===== src/rtl/fetch_unit.sv =====
// ---------------------------------------------------------------------------
// fetch_unit
//   Instruction fetch stage of the 16-bit single-issue core. Owns the PC,
//   presents it to instruction memory, and registers the fetched word together
//   with its PC for the decode stage. Branch redirects from execute flush the
//   output register and load br_pc + 1 + br_offset. A halt opcode parks the
//   stage in HALT until the next redirect.
//
//   Optional feature: define FETCH_PERF_EN to add the perf_fetched and
//   perf_bubbles saturating 32-bit counters (and their output ports).
//
// Ports
//   clk          in   1        clock, rising edge
//   reset        in   1        synchronous, active-low reset
//   imem_addr    out  PC_W     instruction-memory address (= pc)
//   imem_rdata   in   INSTR_W  instruction word at imem_addr (combinational)
//   id_ready     in   1        decode accepts if_instr this cycle
//   br_taken     in   1        redirect request from execute
//   br_pc        in   PC_W     PC of the redirecting branch
//   br_offset    in   PC_W     sign-extended branch offset
//   if_valid     out  1        if_instr/if_pc hold a valid instruction
//   if_instr     out  INSTR_W  registered instruction to decode
//   if_pc        out  PC_W     PC of if_instr
//   halted       out  1        fetch is in HALT state
//   perf_fetched out  32       (FETCH_PERF_EN) instructions fetched
//   perf_bubbles out  32       (FETCH_PERF_EN) cycles with if_valid low
// ---------------------------------------------------------------------------
module fetch_unit #(
  parameter int               PC_W     = 16,
  parameter int               INSTR_W  = 16,
  parameter logic [PC_W-1:0]  RESET_PC = '0,
  parameter logic [3:0]       HALT_OPC = 4'hF
) (
  input  logic               clk,
  input  logic               reset,
  output logic [PC_W-1:0]    imem_addr,
  input  logic [INSTR_W-1:0] imem_rdata,
  input  logic               id_ready,
  input  logic               br_taken,
  input  logic [PC_W-1:0]    br_pc,
  input  logic [PC_W-1:0]    br_offset,
  output logic               if_valid,
  output logic [INSTR_W-1:0] if_instr,
  output logic [PC_W-1:0]    if_pc,
  output logic               halted
`ifdef FETCH_PERF_EN
  ,
  output logic [31:0]        perf_fetched,
  output logic [31:0]        perf_bubbles
`endif
);

  localparam logic ST_RUN  = 1'b0;
  localparam logic ST_HALT = 1'b1;

  logic            state;
  logic [PC_W-1:0] pc;

  logic            accept;
  logic            fetch;
  logic            is_halt_opc;
  logic [PC_W-1:0] br_target;

  assign imem_addr = pc;
  assign halted    = (state == ST_HALT);

  // The output register can take a new word when it is empty or being drained.
  assign accept      = !if_valid || id_ready;
  assign fetch       = (state == ST_RUN) && accept;
  assign is_halt_opc = (imem_rdata[INSTR_W-1 -: 4] == HALT_OPC);

  // Branch target is relative to the instruction after the branch; wraps mod 2^PC_W.
  assign br_target = br_pc + br_offset + PC_W'(1);

  // NOTE: state registers use non-blocking assignments so every flop samples
  // the pre-edge values; the reset is sampled on the clock edge only.
  always_ff @(posedge clk) begin
    if (!reset) begin
      pc       <= RESET_PC;
      state    <= ST_RUN;
      if_valid <= 1'b0;
      if_instr <= '0;
      if_pc    <= '0;
    end else if (br_taken) begin
      // Flush: one bubble, the target is fetched on the following cycle.
      pc       <= br_target;
      if_valid <= 1'b0;
      state    <= ST_RUN;
    end else if (state == ST_RUN) begin
      if (accept) begin
        if_instr <= imem_rdata;
        if_pc    <= pc;
        if_valid <= 1'b1;
        if (is_halt_opc) begin
          state <= ST_HALT;
        end else begin
          pc <= pc + PC_W'(1);
        end
      end
    end else begin
      // HALT: no further fetches; let decode drain the last word.
      if (id_ready) begin
        if_valid <= 1'b0;
      end
    end
  end

`ifdef FETCH_PERF_EN
  always_ff @(posedge clk) begin
    if (!reset) begin
      perf_fetched <= '0;
      perf_bubbles <= '0;
    end else begin
      if (fetch && !br_taken && (perf_fetched != 32'hFFFF_FFFF)) begin
        perf_fetched <= perf_fetched + 32'd1;
      end
      if (!if_valid && (perf_bubbles != 32'hFFFF_FFFF)) begin
        perf_bubbles <= perf_bubbles + 32'd1;
      end
    end
  end
`else
  // fetch only feeds the performance counters.
  logic unused_fetch;
  assign unused_fetch = fetch;
`endif

endmodule


===== config.mk =====
export PLATFORM = sky130hd
export DESIGN_NAME = fetch_unit
export DESIGN_NICKNAME = d
export VERILOG_FILES = /design/src/rtl/fetch_unit.sv
export SDC_FILE = /design/constraint.sdc
export NUM_CORES = 1
export LEC_CHECK = 0
export CORE_ASPECT_RATIO = 1.5
export CORE_MARGIN = 2
export CORE_UTILIZATION = 46
export DETAILED_ROUTE_END_ITERATION = 8
export GPL_ROUTABILITY_DRIVEN = 0
export HOLD_SLACK_MARGIN = 0.1
export PLACE_DENSITY = 0.79
export SYNTH_ARGS = -nofsm -noshare
export SYNTH_HDL_FRONTEND = slang
export SYNTH_SLANG_ARGS = --single-unit
export TNS_END_PERCENT = 100

===== constraint.sdc =====
create_clock -name clk -period 3.2 [get_ports clk]
set_input_delay 0.96 -clock clk [delete_from_list [all_inputs] [get_ports clk]]
set_output_delay 0.96 -clock clk [all_outputs]
set_load 0.005 [all_outputs]

==> impl_metrics.csv <==
group,metric,value,unit
grt,grt_remaining_overflow,0,
floorplanning,die_x,69.1,µm
grt,grt_pass1_wl,11800,µm
finish,antennaDiodeCount,0,
floorplanning,core_area,6130,µm²
timing,max_slew_margin,73.2,%
clocking,cts_buffers,5,
synthesis,async_reset_ff_share,0,%
floorplanning,fp.dieArea,7020,µm²
floorplanning,initial_utilization,47.7,%
pwr,power.internal,0.00115,W
finish,fin_util,67.2,%
clocking,clkSlewWorstSetupHoldPaths,0.09,ns
timing,setup_viol,0,
pwr,switching_power,0.000432,W
route,vias,2752,
synthesis,synth_area_per_cell,8.35,µm²
floorplanning,rows,35,
synthesis,synthCells,350,
grt,grt_start_max_net_pins,33,
clocking,clock-sinks,50,
critical_path,critPathLaunch,"br_pc[0]",
critical_path,worstPathArrival,3.12,ns
synthesis,synth_enable_flop_cells,0,
synthesis,ys_seq_elements,50,
pwr,netSwitchingFraction,27.2,%
timing,skew,0.00475,ns
critical_path,end_kind,"register",
floorplanning,die_y,102,µm
route,wl_per_cell,13.6,µm
finish,layout.nets,520,
critical_path,path_common_cell,"inv_1",
critical_path,r2r_slack,1.40,ns
run_status,status,"complete, no violations",
clocking,clk_latency,0.30,ns
grt,antenna_found_initial,0,
finish,drive_above_1_share,7.08,%
critical_path,r2r-start,"imem_addr[2]",
critical_path,slowest_delay,0.41,ns
synthesis,syn_nets,419,
pwr,p_per_area,385,nW/µm²
route,ant_nets,0,
grt,grt_pass1_vias,2642,
placed_design,port_buffers,101,
synthesis,yosysTopAreaCell,"dfxtp_1",
timing,fin_crit_sh,91.6,%
placed_design,dp_hpwl,5610,µm
pwr,power.leakage,1.62,nW
clocking,post_cts_resized,0,
finish,instances_no_fill,526,
synthesis,ys_types,54,
timing,fmax,0.341,GHz
synthesis,yosysMostFrequentCell,"nand2_1",
synthesis,yosysSeqAreaShare,34.2,%
timing,grt_setup_unrepaired,"no",
timing,drv_slew,0,
grt,grt_use_met2,40.1,%
grt,track_usage,20.2,%
synthesis,synthTopCellsByArea,"dfxtp_1, nand2_1, a21boi_0",
route,wirelength,7140,µm
timing,min_period,2.93,ns
critical_path,crit_path_start_kind,"input pin",
synthesis,synthTopCellsByCount,"nand2_1, dfxtp_1, a21boi_0",
clocking,ctsHoldBuffers,0,
placed_design,place_inst,518,
critical_path,crit_chain,"clkdlybuf4s50_1 -> inv_1 -> ha_1 -> inv_1 -> fa_1 -> a21oi_1 -> nor2_1 -> o31ai_1 -> buf_4 -> o21ai_0 -> a31oi_1 -> o22ai_1",
critical_path,rr_worst_depth,6,
synthesis,synth_warnings,0,
pwr,irDropWorstVdd,0.237,mV
critical_path,cp.required,3.39,ns
clocking,clockBufferDepth,2,
route,route.detailed.drc,0,
timing,hold_viol,0,
route,drt_pass1_iterations,4,
critical_path,cp_slowest_cell,"clkdlybuf4s50_1",
clocking,cts_setup_buffers,0,
floorplanning,pin_count,102,
pwr,combPwrFrac,27.8,%
job,max-cap-violations,0,
critical_path,worstPathMaxFanout,5,
grt,use_met3,2.59,%
critical_path,critical_path_class,"input pin to register",
grt,use_met1,22.2,%
pwr,pwr-share-clk,27.4,%
critical_path,r2r_end,"imem_addr[9]",
synthesis,synthFlopType,"dfxtp_1",
synthesis,synth_top_area_share,34.2,%
clocking,cts-root-buf,"clkbuf_8",
finish,syn2layout_area_growth,40.8,%
timing,worstMarginPinSlew,0.401,ns
worst_hold_path,hp-class,"register to register",
grt,grt_busiest_layer,"met2",
route,drt_iter0_markers,117,
clocking,cts_tree,"done",
route,viasPerCell,5.23,
pwr,power.sequential.fraction,44.8,%
critical_path,crit_end,"imem_addr[10]",
clocking,htreeDepth,2,
synthesis,syn-cell-area,2920,µm²
## power groups by stage
stage / clock, W / combinational, W / sequential [W]
after floorplan: 0 / 0.000234 / 0.000720
after global placement: 0 / 0.000435 / 0.000722
after detailed placement: 0 / 0.000444 / 0.000724
after CTS: 0.000442 / 0.000446 / 0.000710
after global routing: 0.000465 / 0.000486 / 0.000717
final: 0.000434 / 0.000442 / 0.000710
## how the worst min path moves through the flow
stage | slack (ns) | cells past startpoint | startpoint | to
2_1_floorplan | 0.46 | 2 | if_instr[14] | if_instr[14]
3_3_place_gp | 0.45 | 2 | if_pc[12] | if_pc[12]
3_5_place_dp | 0.45 | 2 | if_instr[12] | if_instr[12]
4_1_cts | 0.47 | 2 | if_instr[12] | if_instr[12]
5_1_grt | 0.49 | 2 | if_pc[0] | if_pc[0]
6_report | 0.46 | 2 | if_instr[12] | if_instr[12]
## worst max-delay path: cells and delay by family
family / cells / cell delay [ns]
compound gates: 5 / 0.82
fa+ha+maj: 2 / 0.56
buf+inv: 4 / 0.71
simple gates: 1 / 0.07
## sequential cells by signal, indices dropped and copies added (netlist names)
signal / flops
if_instr: 16
if_pc: 16
imem_addr: 16
halted: 1
if_valid: 1
## area by class of cell
cell class	instances	area (µm²)
Timing Repair Buffer	112	1090
Fill cell	539	2010
Clock buffer	6	72.6
Clock inverter	2	37.5
Multi-Input combinational cell	276	1800
Inverter	6	22.5
Tap cell	74	92.6
Sequential cell	50	1000
## stage by stage
step | setup TNS [ns] | power, W | setup slack (ns) | instance area, µm² | hold slack [ns]
after global routing | 0 | 0.00167 | 0.112 | 4120 | 0.486
after detailed placement | -0.150 | 0.00117 | -0.0712 | 4010 | 0.454
after global placement | 0 | 0.00116 | 0.0539 | 4010 | 0.450
final | 0 | 0.00159 | 0.269 | 4120 | 0.463
after CTS | 0 | 0.00160 | 0.258 | 4120 | 0.467
after floorplan | 0 | 0.000954 | 0.448 | 2920 | 0.460
## cells in the final DEF, fill, tap and decap left out, types with 4 or more instances in the layout
master / synthesis / final
o21ai_0: 6 / 6
xor2_1: 10 / 10
a21boi_0: 32 / 32
dfxtp_1: 50 / 50
clkdlybuf4s50_1: 0 / 101
ha_1: 16 / 16
nand2_1: 82 / 82
o211a_1: 7 / 7
nand3_1: 14 / 14
buf_4: 0 / 11
inv_1: 6 / 6
nand4_1: 4 / 4
clkbuf_8: 3 / 5
xnor2_1: 13 / 13
nor2_1: 18 / 18
and3_1: 5 / 5
nand2b_1: 5 / 5
a21oi_1: 11 / 11
## routing by layer
layer,wire (µm),share of wire (%),vias to the layer above
met4,99,1.4,0
met3,264,3.7,7
met1,2900,41,1249
met2,3880,54,76
li1,-,-,1420
met5,0,0,-
## cell families (layout without fill, tap and decap cells)
| family | Yosys count | after routing | synth area share [%] |
|---|---|---|---|
| AO/OA/AOI/OAI | 79 | 79 | 20.5 |
| flip-flops | 50 | 50 | 34.2 |
| multiplexers | 4 | 4 | 1.41 |
| AND/OR/NAND/NOR | 153 | 153 | 24.9 |
| adder cells (fa/ha/maj) | 17 | 17 | 7.53 |
| buffers and inverters | 24 | 126 | 4.45 |
| XOR/XNOR | 23 | 23 | 6.89 |
No activity file was read; power rests on OpenSTA's default activity.
